[src/rtl/multicycle_control.sv]
// ---------------------------------------------------------------------------
// multicycle_control
//
// Control FSM for the multicycle RV32I-subset datapath. Each instruction is
// walked through fetch, decode, execute, memory and writeback steps. The FSM
// drives the selects of the shared 32-bit 4:1 muxes (ALU source A, ALU
// source B, result), the write enables for PC, IR, register file and data
// memory, and the ALU operation code. One instance per core.
//
// Only the state register is sequential. Every output is a combinational
// decode of the current state and the instruction fields. pc_write also
// depends on zero while in BEQ, so it is the one Mealy output.
//
// Ports
//   clk          in   1  system clock, rising-edge active
//   rst_n        in   1  asynchronous active-low reset (forces IDLE)
//   op           in   7  instruction opcode, IR[6:0]
//   funct3       in   3  IR[14:12]
//   funct7b5     in   1  IR[30]
//   zero         in   1  ALU zero flag, current cycle
//   pc_write     out  1  PC register enable
//   adr_src      out  1  memory address select: 0 = PC, 1 = result
//   mem_write    out  1  data memory write enable
//   ir_write     out  1  IR and OldPC enable
//   reg_write    out  1  register file write enable
//   result_src   out  2  result mux: 00 ALUOut, 01 Data, 10 ALUResult
//   alu_src_a    out  2  A mux: 00 PC, 01 OldPC, 10 rs1 register
//   alu_src_b    out  2  B mux: 00 rs2 register, 01 ImmExt, 10 constant 4
//   alu_control  out  3  000 add, 001 sub, 010 and, 011 or, 101 slt
//   state        out  4  current state code (debug / verification)
// ---------------------------------------------------------------------------
module multicycle_control (
    input  logic       clk,
    input  logic       rst_n,
    input  logic [6:0] op,
    input  logic [2:0] funct3,
    input  logic       funct7b5,
    input  logic       zero,
    output logic       pc_write,
    output logic       adr_src,
    output logic       mem_write,
    output logic       ir_write,
    output logic       reg_write,
    output logic [1:0] result_src,
    output logic [1:0] alu_src_a,
    output logic [1:0] alu_src_b,
    output logic [2:0] alu_control,
    output logic [3:0] state
);

    // -----------------------------------------------------------------------
    // State codes. 11..14 are unused; they fall through to FETCH.
    // -----------------------------------------------------------------------
    localparam logic [3:0] S_FETCH    = 4'd0;
    localparam logic [3:0] S_DECODE   = 4'd1;
    localparam logic [3:0] S_MEMADR   = 4'd2;
    localparam logic [3:0] S_MEMREAD  = 4'd3;
    localparam logic [3:0] S_MEMWB    = 4'd4;
    localparam logic [3:0] S_MEMWRITE = 4'd5;
    localparam logic [3:0] S_EXECR    = 4'd6;
    localparam logic [3:0] S_ALUWB    = 4'd7;
    localparam logic [3:0] S_EXECI    = 4'd8;
    localparam logic [3:0] S_JAL      = 4'd9;
    localparam logic [3:0] S_BEQ      = 4'd10;
    localparam logic [3:0] S_IDLE     = 4'd15;

    // -----------------------------------------------------------------------
    // Supported opcodes
    // -----------------------------------------------------------------------
    localparam logic [6:0] OP_LW   = 7'b0000011;
    localparam logic [6:0] OP_SW   = 7'b0100011;
    localparam logic [6:0] OP_RTYP = 7'b0110011;
    localparam logic [6:0] OP_ITYP = 7'b0010011;
    localparam logic [6:0] OP_JAL  = 7'b1101111;
    localparam logic [6:0] OP_BEQ  = 7'b1100011;

    // -----------------------------------------------------------------------
    // ALU operation codes
    // -----------------------------------------------------------------------
    localparam logic [2:0] ALU_ADD = 3'b000;
    localparam logic [2:0] ALU_SUB = 3'b001;
    localparam logic [2:0] ALU_AND = 3'b010;
    localparam logic [2:0] ALU_OR  = 3'b011;
    localparam logic [2:0] ALU_SLT = 3'b101;

    // -----------------------------------------------------------------------
    // Mux select encodings
    // -----------------------------------------------------------------------
    localparam logic [1:0] SRCA_PC    = 2'b00;
    localparam logic [1:0] SRCA_OLDPC = 2'b01;
    localparam logic [1:0] SRCA_RS1   = 2'b10;

    localparam logic [1:0] SRCB_RS2   = 2'b00;
    localparam logic [1:0] SRCB_IMM   = 2'b01;
    localparam logic [1:0] SRCB_FOUR  = 2'b10;

    localparam logic [1:0] RES_ALUOUT = 2'b00;
    localparam logic [1:0] RES_DATA   = 2'b01;
    localparam logic [1:0] RES_ALURES = 2'b10;

    logic [3:0] r_state;
    logic [3:0] w_next_state;
    logic [2:0] w_alu_decode;

    // -----------------------------------------------------------------------
    // State register. Reset lands in IDLE, which emits no enables, so a
    // partially executed instruction is simply abandoned.
    // -----------------------------------------------------------------------
    always_ff @(posedge clk or negedge rst_n) begin
        // NOTE: sequential state uses non-blocking assignment so every
        // register samples its inputs from before the edge.
        if (!rst_n) begin
            r_state <= S_IDLE;
        end else begin
            r_state <= w_next_state;
        end
    end

    assign state = r_state;

    // -----------------------------------------------------------------------
    // Next-state logic. The default of FETCH covers the states that end an
    // instruction, IDLE, the unused codes and unsupported opcodes in DECODE.
    // -----------------------------------------------------------------------
    always_comb begin
        // NOTE: assigning a default before the case keeps every path driven,
        // so no latch is inferred for combinational outputs.
        w_next_state = S_FETCH;
        case (r_state)
            S_FETCH: begin
                w_next_state = S_DECODE;
            end
            S_DECODE: begin
                case (op)
                    OP_LW, OP_SW: w_next_state = S_MEMADR;
                    OP_RTYP:      w_next_state = S_EXECR;
                    OP_ITYP:      w_next_state = S_EXECI;
                    OP_JAL:       w_next_state = S_JAL;
                    OP_BEQ:       w_next_state = S_BEQ;
                    default:      w_next_state = S_FETCH;
                endcase
            end
            S_MEMADR: begin
                w_next_state = (op == OP_LW) ? S_MEMREAD : S_MEMWRITE;
            end
            S_MEMREAD: begin
                w_next_state = S_MEMWB;
            end
            S_EXECR, S_EXECI, S_JAL: begin
                // JAL reuses ALUWB to write the link address (PC+4 in ALUOut).
                w_next_state = S_ALUWB;
            end
            default: begin
                w_next_state = S_FETCH;
            end
        endcase
    end

    // -----------------------------------------------------------------------
    // ALU decode for EXECR / EXECI. Subtraction needs op[5] as well as
    // funct7b5: for I-type, IR[30] belongs to the immediate, so addi with a
    // large immediate must still add.
    // -----------------------------------------------------------------------
    always_comb begin
        w_alu_decode = ALU_ADD;
        case (funct3)
            3'b000:  w_alu_decode = (op[5] && funct7b5) ? ALU_SUB : ALU_ADD;
            3'b010:  w_alu_decode = ALU_SLT;
            3'b110:  w_alu_decode = ALU_OR;
            3'b111:  w_alu_decode = ALU_AND;
            default: w_alu_decode = ALU_ADD;
        endcase
    end

    // -----------------------------------------------------------------------
    // Output decode. Anything not set for a state stays 0 / 00 / add.
    // -----------------------------------------------------------------------
    always_comb begin
        pc_write    = 1'b0;
        adr_src     = 1'b0;
        mem_write   = 1'b0;
        ir_write    = 1'b0;
        reg_write   = 1'b0;
        result_src  = RES_ALUOUT;
        alu_src_a   = SRCA_PC;
        alu_src_b   = SRCB_RS2;
        alu_control = ALU_ADD;

        case (r_state)
            S_FETCH: begin
                // Read instruction at PC, and compute PC+4 straight into PC.
                adr_src     = 1'b0;
                ir_write    = 1'b1;
                alu_src_a   = SRCA_PC;
                alu_src_b   = SRCB_FOUR;
                alu_control = ALU_ADD;
                result_src  = RES_ALURES;
                pc_write    = 1'b1;
            end
            S_DECODE: begin
                // Precompute OldPC + imm so BEQ/JAL find the target in ALUOut.
                alu_src_a   = SRCA_OLDPC;
                alu_src_b   = SRCB_IMM;
                alu_control = ALU_ADD;
            end
            S_MEMADR: begin
                alu_src_a   = SRCA_RS1;
                alu_src_b   = SRCB_IMM;
                alu_control = ALU_ADD;
            end
            S_MEMREAD: begin
                result_src  = RES_ALUOUT;
                adr_src     = 1'b1;
            end
            S_MEMWB: begin
                result_src  = RES_DATA;
                reg_write   = 1'b1;
            end
            S_MEMWRITE: begin
                result_src  = RES_ALUOUT;
                adr_src     = 1'b1;
                mem_write   = 1'b1;
            end
            S_EXECR: begin
                alu_src_a   = SRCA_RS1;
                alu_src_b   = SRCB_RS2;
                alu_control = w_alu_decode;
            end
            S_EXECI: begin
                alu_src_a   = SRCA_RS1;
                alu_src_b   = SRCB_IMM;
                alu_control = w_alu_decode;
            end
            S_ALUWB: begin
                result_src  = RES_ALUOUT;
                reg_write   = 1'b1;
            end
            S_JAL: begin
                // PC <= branch target from ALUOut while the ALU forms OldPC+4
                // for the link register write in ALUWB.
                alu_src_a   = SRCA_OLDPC;
                alu_src_b   = SRCB_FOUR;
                alu_control = ALU_ADD;
                result_src  = RES_ALUOUT;
                pc_write    = 1'b1;
            end
            S_BEQ: begin
                // Compare rs1 - rs2; take the precomputed target when equal.
                alu_src_a   = SRCA_RS1;
                alu_src_b   = SRCB_RS2;
                alu_control = ALU_SUB;
                result_src  = RES_ALUOUT;
                pc_write    = zero;
            end
            default: begin
                // IDLE and unused codes: everything stays at its default.
            end
        endcase
    end

endmodule
[config.mk]
export PLATFORM = sky130hd
export DESIGN_NAME = multicycle_control
export DESIGN_NICKNAME = d
export VERILOG_FILES = /design/src/rtl/multicycle_control.sv
export SDC_FILE = /design/constraint.sdc
export NUM_CORES = 1
export LEC_CHECK = 0
export BUFFER_PORTS_ARGS = -buffer_cell sky130_fd_sc_hd__buf_2
export CAP_MARGIN = 25
export CORE_MARGIN = 2
export CORE_UTILIZATION = 38
export DETAILED_ROUTE_END_ITERATION = 10
export GPL_ROUTABILITY_DRIVEN = 0
export GPL_TIMING_DRIVEN = 1
export PLACE_DENSITY = 0.86
export SYNTH_ARGS = -nofsm -noshare
export SYNTH_HDL_FRONTEND = slang
export SYNTH_SLANG_ARGS = --single-unit
[constraint.sdc]
create_clock -name clk -period 1.2 [get_ports clk]
set_input_delay 0 -clock clk [delete_from_list [all_inputs] [get_ports clk]]
set_output_delay 0 -clock clk [all_outputs]
set_load 0.005 [all_outputs]
# Yosys cells after proc, flatten, opt, wreduce, memory -nomap -nowiden

Index checks and enable logic that the tools add are counted.

Equal/unequal tests: 19
Mux-type cells: 14
Reduce and logical (&&, ||, !) cells: 12

Operators with widths:

| operator             | count |
|---|---|
| $pmux W4 S5          | 2 |
| $eq A4 B3 Y1 const B | 4 |
| $eq A7 B6 Y1 const B | 2 |
| $eq A7 B7 Y1 const B | 2 |
| $eq A4 B4 Y1 const B | 3 |
| $pmux W2 S2          | 3 |
| $pmux W3 S4          | 1 |
| $reduce_or A2 Y1     | 6 |
| $eq A4 B2 Y1 const B | 2 |
| $eq A7 B2 Y1 const B | 1 |
| $eq A7 B5 Y1 const B | 1 |
| $eq A3 B3 Y1 const B | 2 |
| $pmux W3 S2          | 1 |
| $reduce_or A3 Y1     | 2 |
| $mux W1              | 5 |
| $eq A4 B1 Y1 const B | 1 |
| $logic_not A4 Y1     | 1 |
| $reduce_or A4 Y1     | 1 |
| $eq A3 B2 Y1 const B | 1 |
| $logic_not A3 Y1     | 1 |
| $mux W3              | 1 |
| $pmux W1 S2          | 1 |
| $logic_and A1 B1 Y1  | 1 |

Register bits after elaboration: 4
Bits of input ports: 14
Output and inout port bits: 18
Logic and storage cells: 46

# Depth between registers and ports, before layout

Gate-level depths: netlist of run 1.

Depth after elaboration: 4
Gate-level depth with buffers: 5

# Worst setup path after synthesis of run 1

No wires, ideal clock.

Kind: register to register
Start: reg r_state[1] (netlist: state[1])
End: reg r_state[2] (netlist: state[2])
Setup time: 0.081 ns
Data arrival time: 1.129 ns
Data required time: 1.119 ns
Path slack: -0.010 ns
Cell stages (with the launch flop): 6
Clock period less this slack: 1.210 ns
Cells stage by stage: dfstp_2 buf_6 nand2b_1 a21o_1 a31o_1 o211ai_1

Word-level cells in the longest chain between the ends: 3
Elaborated cells on any way between the ends: 9
Those cells by class: eq/ne: 6; mux: 1; reduce/logical: 2

Ends and longest elaborated chain:

| element                                      | line | text |
|---|---|---|
| start: declaration                           | 101  | `logic [3:0] r_state;` |
| start signal: assignment                     | 115  | `r_state <= w_next_state;` |
| $eq A4 B3 Y1 or $eq A4 B4 Y1 (tied branches) | 129  | `case (r_state)` |
| $reduce_or A3 Y1                             | 129  |  |
| $pmux W4 S5 *                                | 129  |  |
| net w_next_state[2]                          | 102  | `logic [3:0] w_next_state;` |

Mark *: on every way through the listed nets, which the timed path passes. The rest lies on a longest branch.

# Worst setup path after layout of run 1

Start: reg r_state[3] (netlist: state[3])
End: out pc_write

Word-level cells in the longest chain between the ends: 3
Elaborated cells on any way between the ends: 5
Those cells by class: eq/ne: 2; mux: 1; reduce/logical: 2

Ends and longest elaborated chain:

| element                                          | line | text |
|---|---|---|
| $eq A4 B4 Y1 or $logic_not A4 Y1 (tied branches) | 189  | `case (r_state)` |
| $reduce_or A2 Y1 (no line)                       | -    |  |
| $pmux W1 S2 *                                    | 189  |  |
| end: declaration                                 | 39   | `output logic pc_write,` |

Every way passes the cells marked *; elsewhere a longest branch is shown, timed or not.

==> metrics, run 1 <==
worst reg2reg path depth=6; path class of the lowest-slack min-delay path=input port to flip-flop; Seq cells post-synth=4; setup slack of the worst register-to-register path=-210 ps; post-route setup slack=-281 ps; violations in the final reports=setup timing; maximum clock path buffer count=2; endpoint arrival time on the critical path=1480 ps; worst hold path depth=3; most used cells in the layout excluding fill and tap cells=30 x buf_2, 13 x buf_6, 13 x buf_4; Core Footprint=1330 um^2; sequential cell area fraction in the yosys report=0.189; largest stage delay on the critical path=590 ps; growth of design area from synthesis to finish=92.3%; startpoint of the worst-slack reg-to-reg timing path=state[3]; timing startpoint of the critical path=state[3]; RSZ-0062 raised after global routing=yes; CP startpoint kind=flip-flop; IR drop worst, VDD=0.861 mV; antenna viol nets, final=0; Starting DRT DRC Count=16; total stage count of the critical path=4; Critical Path RT=between 1000 and 1500 ps; Highest Clock Rate=~680 MHz; leading cell type in the layout, fill and taps excluded=buf_2; crit path capture=pc_write; TritonCTS clock tree=yes; latest clock arrival within the worst-skew pair=250 ps; endpoint of the worst-slack reg-to-reg timing path=state[1]; minimum hold slack=31.9 ps; GRT Total Usage=0.239; max_cap viols=0; DRC violations left=0; initial antenna violation count=0; wire length of the first global-routing pass=~3300 um; number of top-level design ports=32; cell area after synthesis=556 um^2; fraction of layout instances using a drive strength above 1=0.669; cells after synthesis=74; minimum period implied by the final worst setup slack=~1500 ps; critical-path cell list=buf_4, nand3_1, a221oi_2, buf_2; number of placement rows=13; syn_nets=88; distinct cell type count after synthesis=31; maximum fanout encountered on the critical timing path=6; Root Buffer Master=clkbuf_4; Largest register FFs=4; critical path endpoint category=output pin; H-tree Lvls=1; count of TritonRoute iterations in the first routing pass=4; detail-routed via count per cell=5.36; endpoints failing hold=0; number of failing setup endpoints in the final timing report=19; worst relative slew slack=0.704; die outline height=42.2 um; routed vias=between 700 and 800; Chip Width=42.2 um; Power Density=1320 nW/um^2; library cell contributing the largest single delay on the critical path=dfstp_2; number of sinks on the clock net=4; cell class contributing the biggest share of worst-path delay=flip-flops; total buffers and inverters traversed by the critical path=2; average cell area after synthesis=7.51 um^2; total power draw=around 1.4 mW; Die Area=between 1500 and 2000 um^2; worst slew pin tran=about 440 ps; Num CTS Buffers=3; number of global-route vias before repair=703; port buffer count=31; fin nets=146; max-slew violations=0; Post-Route Skew=2.58 ps; Post-Place Setup Slack=-66.3 ps; largest net degree at the start of global routing=10; reported leakage power=0.484 nW; Remaining Overflow, GRT=0; utilization after layout=0.801; post-route setup TNS=-3200 ps; antenna cells=0; starting density of the core=0.417; clock transition at the registers of the reported paths=40 ps; fin crit share=1.23; HPWL reported at the end of detailed placement=1250 um; warning count from the yosys run=0; mean routed wirelength per cell=14.6 um; worst setup path category=flip-flop to output pin; run status=finished, violations left; wire length reported by the detailed router=roughly 2100 um
-- stage by stage --
step / std cells / instance area, um^2
floorplan: 74 / 563
global placement: 128 / 797
detailed placement: 128 / 797
CTS: 144 / 1010
global route: 145 / 1070
finish: 145 / 1070
-- cell usage after synthesis --
cell,instances,area share
xnor2_1,2,0.032
o221ai_1,1,0.016
o211ai_1,2,0.027
nor3_1,4,0.036
nor3b_2,1,0.023
a221oi_1,1,0.016
o21a_1,1,0.014
nor4_2,1,0.023
nand2b_4,2,0.050
nor4_1,3,0.034
o21ai_1,1,0.0090
dfstp_2,4,0.19
nand3_1,4,0.036
a21oi_1,9,0.081
o21ai_0,1,0.0090
nand2b_1,4,0.045
nor3_2,1,0.018
nand2_1,6,0.041
and2b_1,1,0.014
nand4bb_1,1,0.020
a21o_1,1,0.014
nand3b_1,1,0.014
buf_2,3,0.027
nor2_1,9,0.061
nand4_1,1,0.011
nor4_4,1,0.038
o21bai_1,1,0.014
inv_1,2,0.014
a31oi_1,2,0.023
a31o_1,1,0.016
buf_6,2,0.041
-- worst min path at each step --
stage	endpoint	startpoint
after floorplan	state[0]	rst_n
after global placement	state[0]	rst_n
after detailed placement	state[0]	rst_n
after CTS	state[3]	op[4]
after global routing	state[3]	op[4]
final	state[3]	op[4]
-- tightest hold or removal path: stages --
cell and delay (ps):
buf_2 130, nand3_1 80, o21ai_1 50
-- logic make-up after synthesis --
kind of cell,count (synthesis),synth area share
AOI/OAI and AO/OA,21,0.236
xor gates and xnor gates,2,0.0315
buffers and inverters,7,0.0811
DFF,4,0.189
and+or+nand+nor,40,0.462
-- repair_timing --
action / in CTS / in global routing
gates resized for setup: 24 / 11
hold endpoints to repair: 5 / 0
setup endpoints to repair: 17 / 19
setup buffers: 12 / 3
pin swaps: 13 / 4
hold buffers: 2 / 0
-- power breakdown --
part | leakage [nW] | switching [mW] | internal, mW
clock | 0.0138 | 0.0683 | 0.113
combinational | 0.428 | 0.491 | 0.542
sequential | 0.0414 | 0.0236 | 0.173
-- cell type report --
class,count,area (um^2)
sequential,4,105
timing repair buffer,58,414
fill,84,265
clock buffer,3,22.5
multi-input combinational,63,498
inverter,2,10.0
tap,15,18.8
-- metal layers --
metal / wire length [um] / share of wire / global-route usage
met1: 883 / 0.42 / 0.286
met4: 76 / 0.036 / 0.131
met2: 1070 / 0.51 / 0.412
met3: 84 / 0.040 / 0.0259
met5: 0 / 0 / 0
Power figures use the tool's default switching activity.
==> run 2: changes to the inputs <==
- BUFFER_PORTS_ARGS: -buffer_cell sky130_fd_sc_hd__buf_2 -> -buffer_cell sky130_fd_sc_hd__buf_4
- CORE_MARGIN: 2 -> default
==> run 2 against run 1 <==
Net effect: the flow still finishes with violations (setup timing); via count grew 9.9%; critical path depth grew 1; non-clock buffer count grew 4; largest cell class is now non-clock buffers; power grew 22%; routed wire length grew 28%; critical endpoint is now alu_src_a[0].
==> metrics, run 2 (synthesis gave the netlist of run 1 again) <==
final-layout fill cell count=50 (-40%); critical path endpoint category=output pin; wire length of the first global-routing pass=3330 um (+1.7%); number of top-level design ports=32 (unchanged); die outline height=40.2 um (-4.7%); Critical Path RT=1200 ps (about the same); Largest register FFs=4 (unchanged); Post-Route Skew=3.40 ps (+0.813 ps); number of failing setup endpoints in the final timing report=20 (+1); Starting DRT DRC Count=29 (+13); mean routed wirelength per cell=18.2 um (+24%); clock transition at the registers of the reported paths=40 ps (about the same); worst reg2reg path depth=6 (unchanged); maximum clock path buffer count=2 (unchanged); number of sinks on the clock net=4 (unchanged); largest net degree at the start of global routing=8 (-2); maximum fanout encountered on the critical timing path=5 (-1); wire length reported by the detailed router=2710 um (+28%); worst slew pin tran=503 ps (+62.8 ps); worst hold path depth=3 (unchanged); total power draw=1.72 mW (+22%); fraction of layout instances using a drive strength above 1=0.724 (+0.0546); violations in the final reports=setup timing; Remaining Overflow, GRT=0 (unchanged); starting density of the core=0.417 (unchanged); fin nets=150 (+2.7%); HPWL reported at the end of detailed placement=1320 um (+5.9%); TritonCTS clock tree=yes; IR drop worst, VDD=1.15 mV (+34%); H-tree Lvls=1 (unchanged); Worst Hold Launch=op[4]; Chip Width=40.2 um (-4.7%); latest clock arrival within the worst-skew pair=240 ps (about the same); initial antenna violation count=0 (unchanged); CP startpoint kind=flip-flop; count of TritonRoute iterations in the first routing pass=4 (unchanged); DRC violations left=0 (unchanged); Num CTS Buffers=3 (unchanged); GRT Total Usage=0.317 (+0.0771); antenna cells=0 (unchanged); Die Area=1620 um^2 (-9.2%); utilization after layout=0.914 (+0.113); most used cells in the layout excluding fill and tap cells=43 x buf_4, 16 x buf_6, 7 x a21oi_2, 7 x nor2_1, 5 x nand2b_4; max_cap viols=0 (unchanged); number of global-route vias before repair=759 (+8.0%); path class of the lowest-slack min-delay path=input port to flip-flop; run status=finished, violations left; routed vias=854 (+9.9%); worst setup path category=flip-flop to output pin; startpoint of the worst-slack reg-to-reg timing path=state[2]; final design area excluding fillers=1220 um^2 (+14%); Root Buffer Master=clkbuf_4; post-route setup slack=-309 ps (-27.7 ps); Core Footprint=1330 um^2 (unchanged); detail-routed via count per cell=5.73 (+7.0%); number of placement rows=13 (unchanged); RSZ-0062 raised after global routing=yes; Power Density=1410 nW/um^2 (+6.6%); minimum period implied by the final worst setup slack=1510 ps (+27.7 ps); leading cell type in the layout, fill and taps excluded=buf_4; Highest Clock Rate=663 MHz (-1.8%); fin crit share=1.26 (+0.0231); antenna viol nets, final=0 (unchanged); setup slack of the worst register-to-register path=-230 ps (-20 ps); port buffer count=31 (unchanged); reported leakage power=0.522 nW (+8.0%); worst relative slew slack=0.662 (-0.0422); endpoint of the worst-slack reg-to-reg timing path=state[2]; worst min-delay path endpoint=state[3]; max-slew violations=0 (unchanged); endpoints failing hold=0 (unchanged); growth of design area from synthesis to finish=119%; Area after DPL=882 um^2 (+11%); endpoint arrival time on the critical path=1510 ps (+30 ps)
==> run 2: changes by cell type in the layout (fill, tap and decap cells not counted), sizes merged <==
| cell | before | now |
|---|---|---|
| buf | 56 | 60 |
==> run 2: worst max-delay path, stage by stage (launching register included) <==
cell     delay, ps
dfstp_2        580
buf_6          150
buf_12         100
inv_6           40
nor3_2         230
buf_4          160
==> run 2: per-stage QoR <==
step	worst slack, ps	TNS, ps	instances	hold WS, ps
after floorplan	12.5	0	74	-148
after global placement	-11.0	-12.3	129	-34.7
after detailed placement	-64.6	-184	129	-27.0
after CTS	-263	-2450	144	48.8
after global routing	-354	-4800	149	79.3
final	-309	-3930	149	61.3
==> run 2: how the worst max path moves through the flow <==
stage	startpoint	to	slack (ps)	cells past startpoint
detailed placement	state[1]	state[1]	-60	4
CTS	state[3]	alu_control[1]	-260	5
finish	state[0]	alu_src_a[0]	-310	5
global placement	state[3]	alu_control[1]	-10	5
floorplan	state[1]	state[2]	10	5
global route	state[3]	pc_write	-350	4
==> run 2: what timing repair did <==
item,CTS,global route
endpoints found under the setup margin,17,19
hold buffers,2,0
buffers inserted,10,6
pin swaps,11,9
hold endpoints to repair,5,0
gates resized for setup,26,18
==> run 2: layer usage <==
layer  track usage  vias up  part of all wire
met2         0.512       44              0.52
met4         0.250        0             0.018
met3         0.106        8             0.062
met5             0        -                 0
li1              -      392                 -
met1         0.333      410              0.40
==> run 2: layout make-up <==
class / count / area [um^2] / share of cell area
multi-input cells: 63 / 517 / 0.424
flip-flops and latches: 4 / 105 / 0.0862
clock buffers: 3 / 22.5 / 0.0185
inverters: 2 / 12.5 / 0.0103
well taps: 15 / 18.8 / 0.0154
repair buffers: 62 / 543 / 0.446
==> run 2: where the power goes <==
group / internal (mW) / leakage [nW] / total (mW) / switching (mW)
Clock: 0.113 / 0.0138 / 0.181 / 0.0680
Combinational: 0.733 / 0.467 / 1.32 / 0.591
Sequential: 0.174 / 0.0414 / 0.211 / 0.0375
==> run 3: changes to the inputs <==
- PLACE_DENSITY: 0.86 -> 0.74
==> run 3 against run 2 <==
Net effect: the flow still finishes with violations (setup timing); power shrank 17%; global-route usage shrank 3.2 points; clock power shrank 4%; first-iteration DRC count shrank 45%; hold slack lost 20 ps; sequential cell count is the same; cell count shrank 3.4%; largest power group unchanged; combinational power shrank 20%.
==> metrics, run 3 (synthesis gave the netlist of run 1 again) <==
cell class contributing the biggest share of worst-path delay=flip-flops; fin crit share=1.27 (+0.0168); number of placement rows=13 (unchanged); violations in the final reports=setup timing; largest stage delay on the critical path=600 ps (+20 ps); starting density of the core=0.417 (unchanged); TritonCTS clock tree=yes; minimum period implied by the final worst setup slack=1530 ps (+20.1 ps); worst relative slew slack=0.731 (+0.0696); worst setup path category=flip-flop to output pin; worst min-delay path endpoint=state[3]; endpoint of the worst-slack reg-to-reg timing path=state[2]; CP startpoint kind=flip-flop; critical-path cell list=buf_4, nand3_1, a221oi_1, buf_4; Root Buffer Master=clkbuf_4; RSZ-0062 raised after global routing=yes; clock transition at the registers of the reported paths=40 ps (about the same); Chip Width=40.2 um (unchanged); Core Footprint=1330 um^2 (unchanged); fraction of layout instances using a drive strength above 1=0.636 (-0.0882); Post-Place Setup Slack=-61.5 ps (+3.07 ps); IR drop worst, VDD=0.924 mV (-20%); most used cells in the layout excluding fill and tap cells=45 x buf_4, 9 x buf_6, 8 x nor2_1; antenna viol nets, final=0 (unchanged); total buffers and inverters traversed by the critical path=2 (-2); fin nets=145 (-3.3%); Worst Hold Launch=op[4]; most frequent cell on the critical path=buf_4; endpoints failing hold=0 (unchanged); maximum fanout encountered on the critical timing path=5 (unchanged); Remaining Overflow, GRT=0 (unchanged); run status=finished, violations left; DRC violations left=0 (unchanged); endpoint arrival time on the critical path=1530 ps (+20 ps); final-layout fill cell count=86 (+72%); mean routed wirelength per cell=14.8 um (-19%); number of global-route vias before repair=654 (-14%); detail-routed via count per cell=5.62 (-2.0%); path class of the lowest-slack min-delay path=input port to flip-flop; minimum hold slack=40.8 ps (-20.5 ps); library cell contributing the largest single delay on the critical path=dfstp_2; critical path endpoint category=output pin; count of TritonRoute iterations in the first routing pass=4 (unchanged); routed vias=809 (-5.3%); startpoint of the worst-slack reg-to-reg timing path=state[1]; HPWL reported at the end of detailed placement=1310 um (-0.77%); Largest register FFs=4 (unchanged); die outline height=40.2 um (unchanged); Starting DRT DRC Count=16 (-45%); port buffer count=31 (unchanged); max-slew violations=0 (unchanged); leading cell type in the layout, fill and taps excluded=buf_4; Critical Path RT=1200 ps (about the same); Post-Route Skew=4.20 ps (+0.802 ps); wire length reported by the detailed router=2130 um (-21%); wire length of the first global-routing pass=2990 um (-10%); number of top-level design ports=32 (unchanged); Power Density=1290 nW/um^2 (-8.2%); post-route setup slack=-329 ps (-20.1 ps); Die Area=1620 um^2 (unchanged); GRT Total Usage=0.284 (-0.0323); worst reg2reg path depth=6 (unchanged); number of failing setup endpoints in the final timing report=17 (-15%); initial antenna violation count=0 (unchanged); max_cap viols=0 (unchanged); worst slew pin tran=400 ps (-103 ps); Num CTS Buffers=3 (unchanged); largest net degree at the start of global routing=10 (+2); utilization after layout=0.828 (-0.0854); setup slack of the worst register-to-register path=-170 ps (+60 ps); reported leakage power=0.488 nW (-6.6%); growth of design area from synthesis to finish=98.9%; Highest Clock Rate=654 MHz (-1.3%); H-tree Lvls=1 (unchanged); antenna cells=0 (unchanged); number of sinks on the clock net=4 (unchanged); maximum clock path buffer count=2 (unchanged); latest clock arrival within the worst-skew pair=240 ps (about the same); worst hold path depth=3 (unchanged)
-- run 3: cell count changes in the layout (fill, tap and decap cells not counted), moves of 2 or more --
cell     previous run  this run
a21oi_2             7         3
nand2_1             3         5
nand2_2             3         1
buf_4              43        45
a21oi_1             2         6
buf_6              16         9
-- run 3: worst max-delay path by stage --
| stage | start | cells after the start | to |
|---|---|---|---|
| final | state[3] | 4 | pc_write |
| after floorplan | state[1] | 5 | state[2] |
| after detailed placement | state[3] | 5 | alu_src_b[1] |
| after global placement | state[3] | 5 | alu_src_b[1] |
| after CTS | state[3] | 5 | alu_control[1] |
| after global routing | state[3] | 4 | pc_write |
-- run 3: worst min-delay path, delay by kind of cell --
kind	cells	cell delay, ps
compound gates	1	70
simple gates	1	70
buf+inv	1	130
-- run 3: report_power, final --
| part | leakage (nW) | switching (mW) | total, mW | internal, mW |
|---|---|---|---|---|
| clock | 0.0138 | 0.0609 | 0.173 | 0.112 |
| combinational | 0.433 | 0.477 | 1.05 | 0.575 |
| sequential | 0.0414 | 0.0281 | 0.202 | 0.174 |
-- run 3: final cells by class --
class	instances	area (um^2)	share of cell area
clock buffers	3	22.5	0.0204
inverters	2	10.0	0.00906
multi-input cells	63	474	0.429
flip-flops and latches	4	105	0.0951
well taps	15	18.8	0.0170
repair buffers	57	474	0.429
-- run 3: through the flow --
stage,total power [mW],instance area (um^2),std cells,TNS [ps]
2_1_floorplan,0.549,563,74,0
3_3_place_gp,0.927,875,128,-96.4
3_5_place_dp,0.944,875,128,-253
4_1_cts,1.35,1030,141,-2360
5_1_grt,1.52,1100,144,-4040
6_report,1.43,1100,144,-3220
-- run 3: routing by layer --
metal  GRT usage  wire length [um]  vias up
met5           0                 0        -
met1       0.327               843      392
met2       0.532              1180       31
li1            -                 -      382
met4      0.0917                20        0
met3      0.0389                87        4
-- run 3: repair_timing --
action                                  CTS  global route
gates resized for setup                  13            12
buffers inserted                          8             5
hold endpoints to repair                  5             0
endpoints found under the setup margin   17            19
pin swaps                                 5             8
hold buffers                              2             0
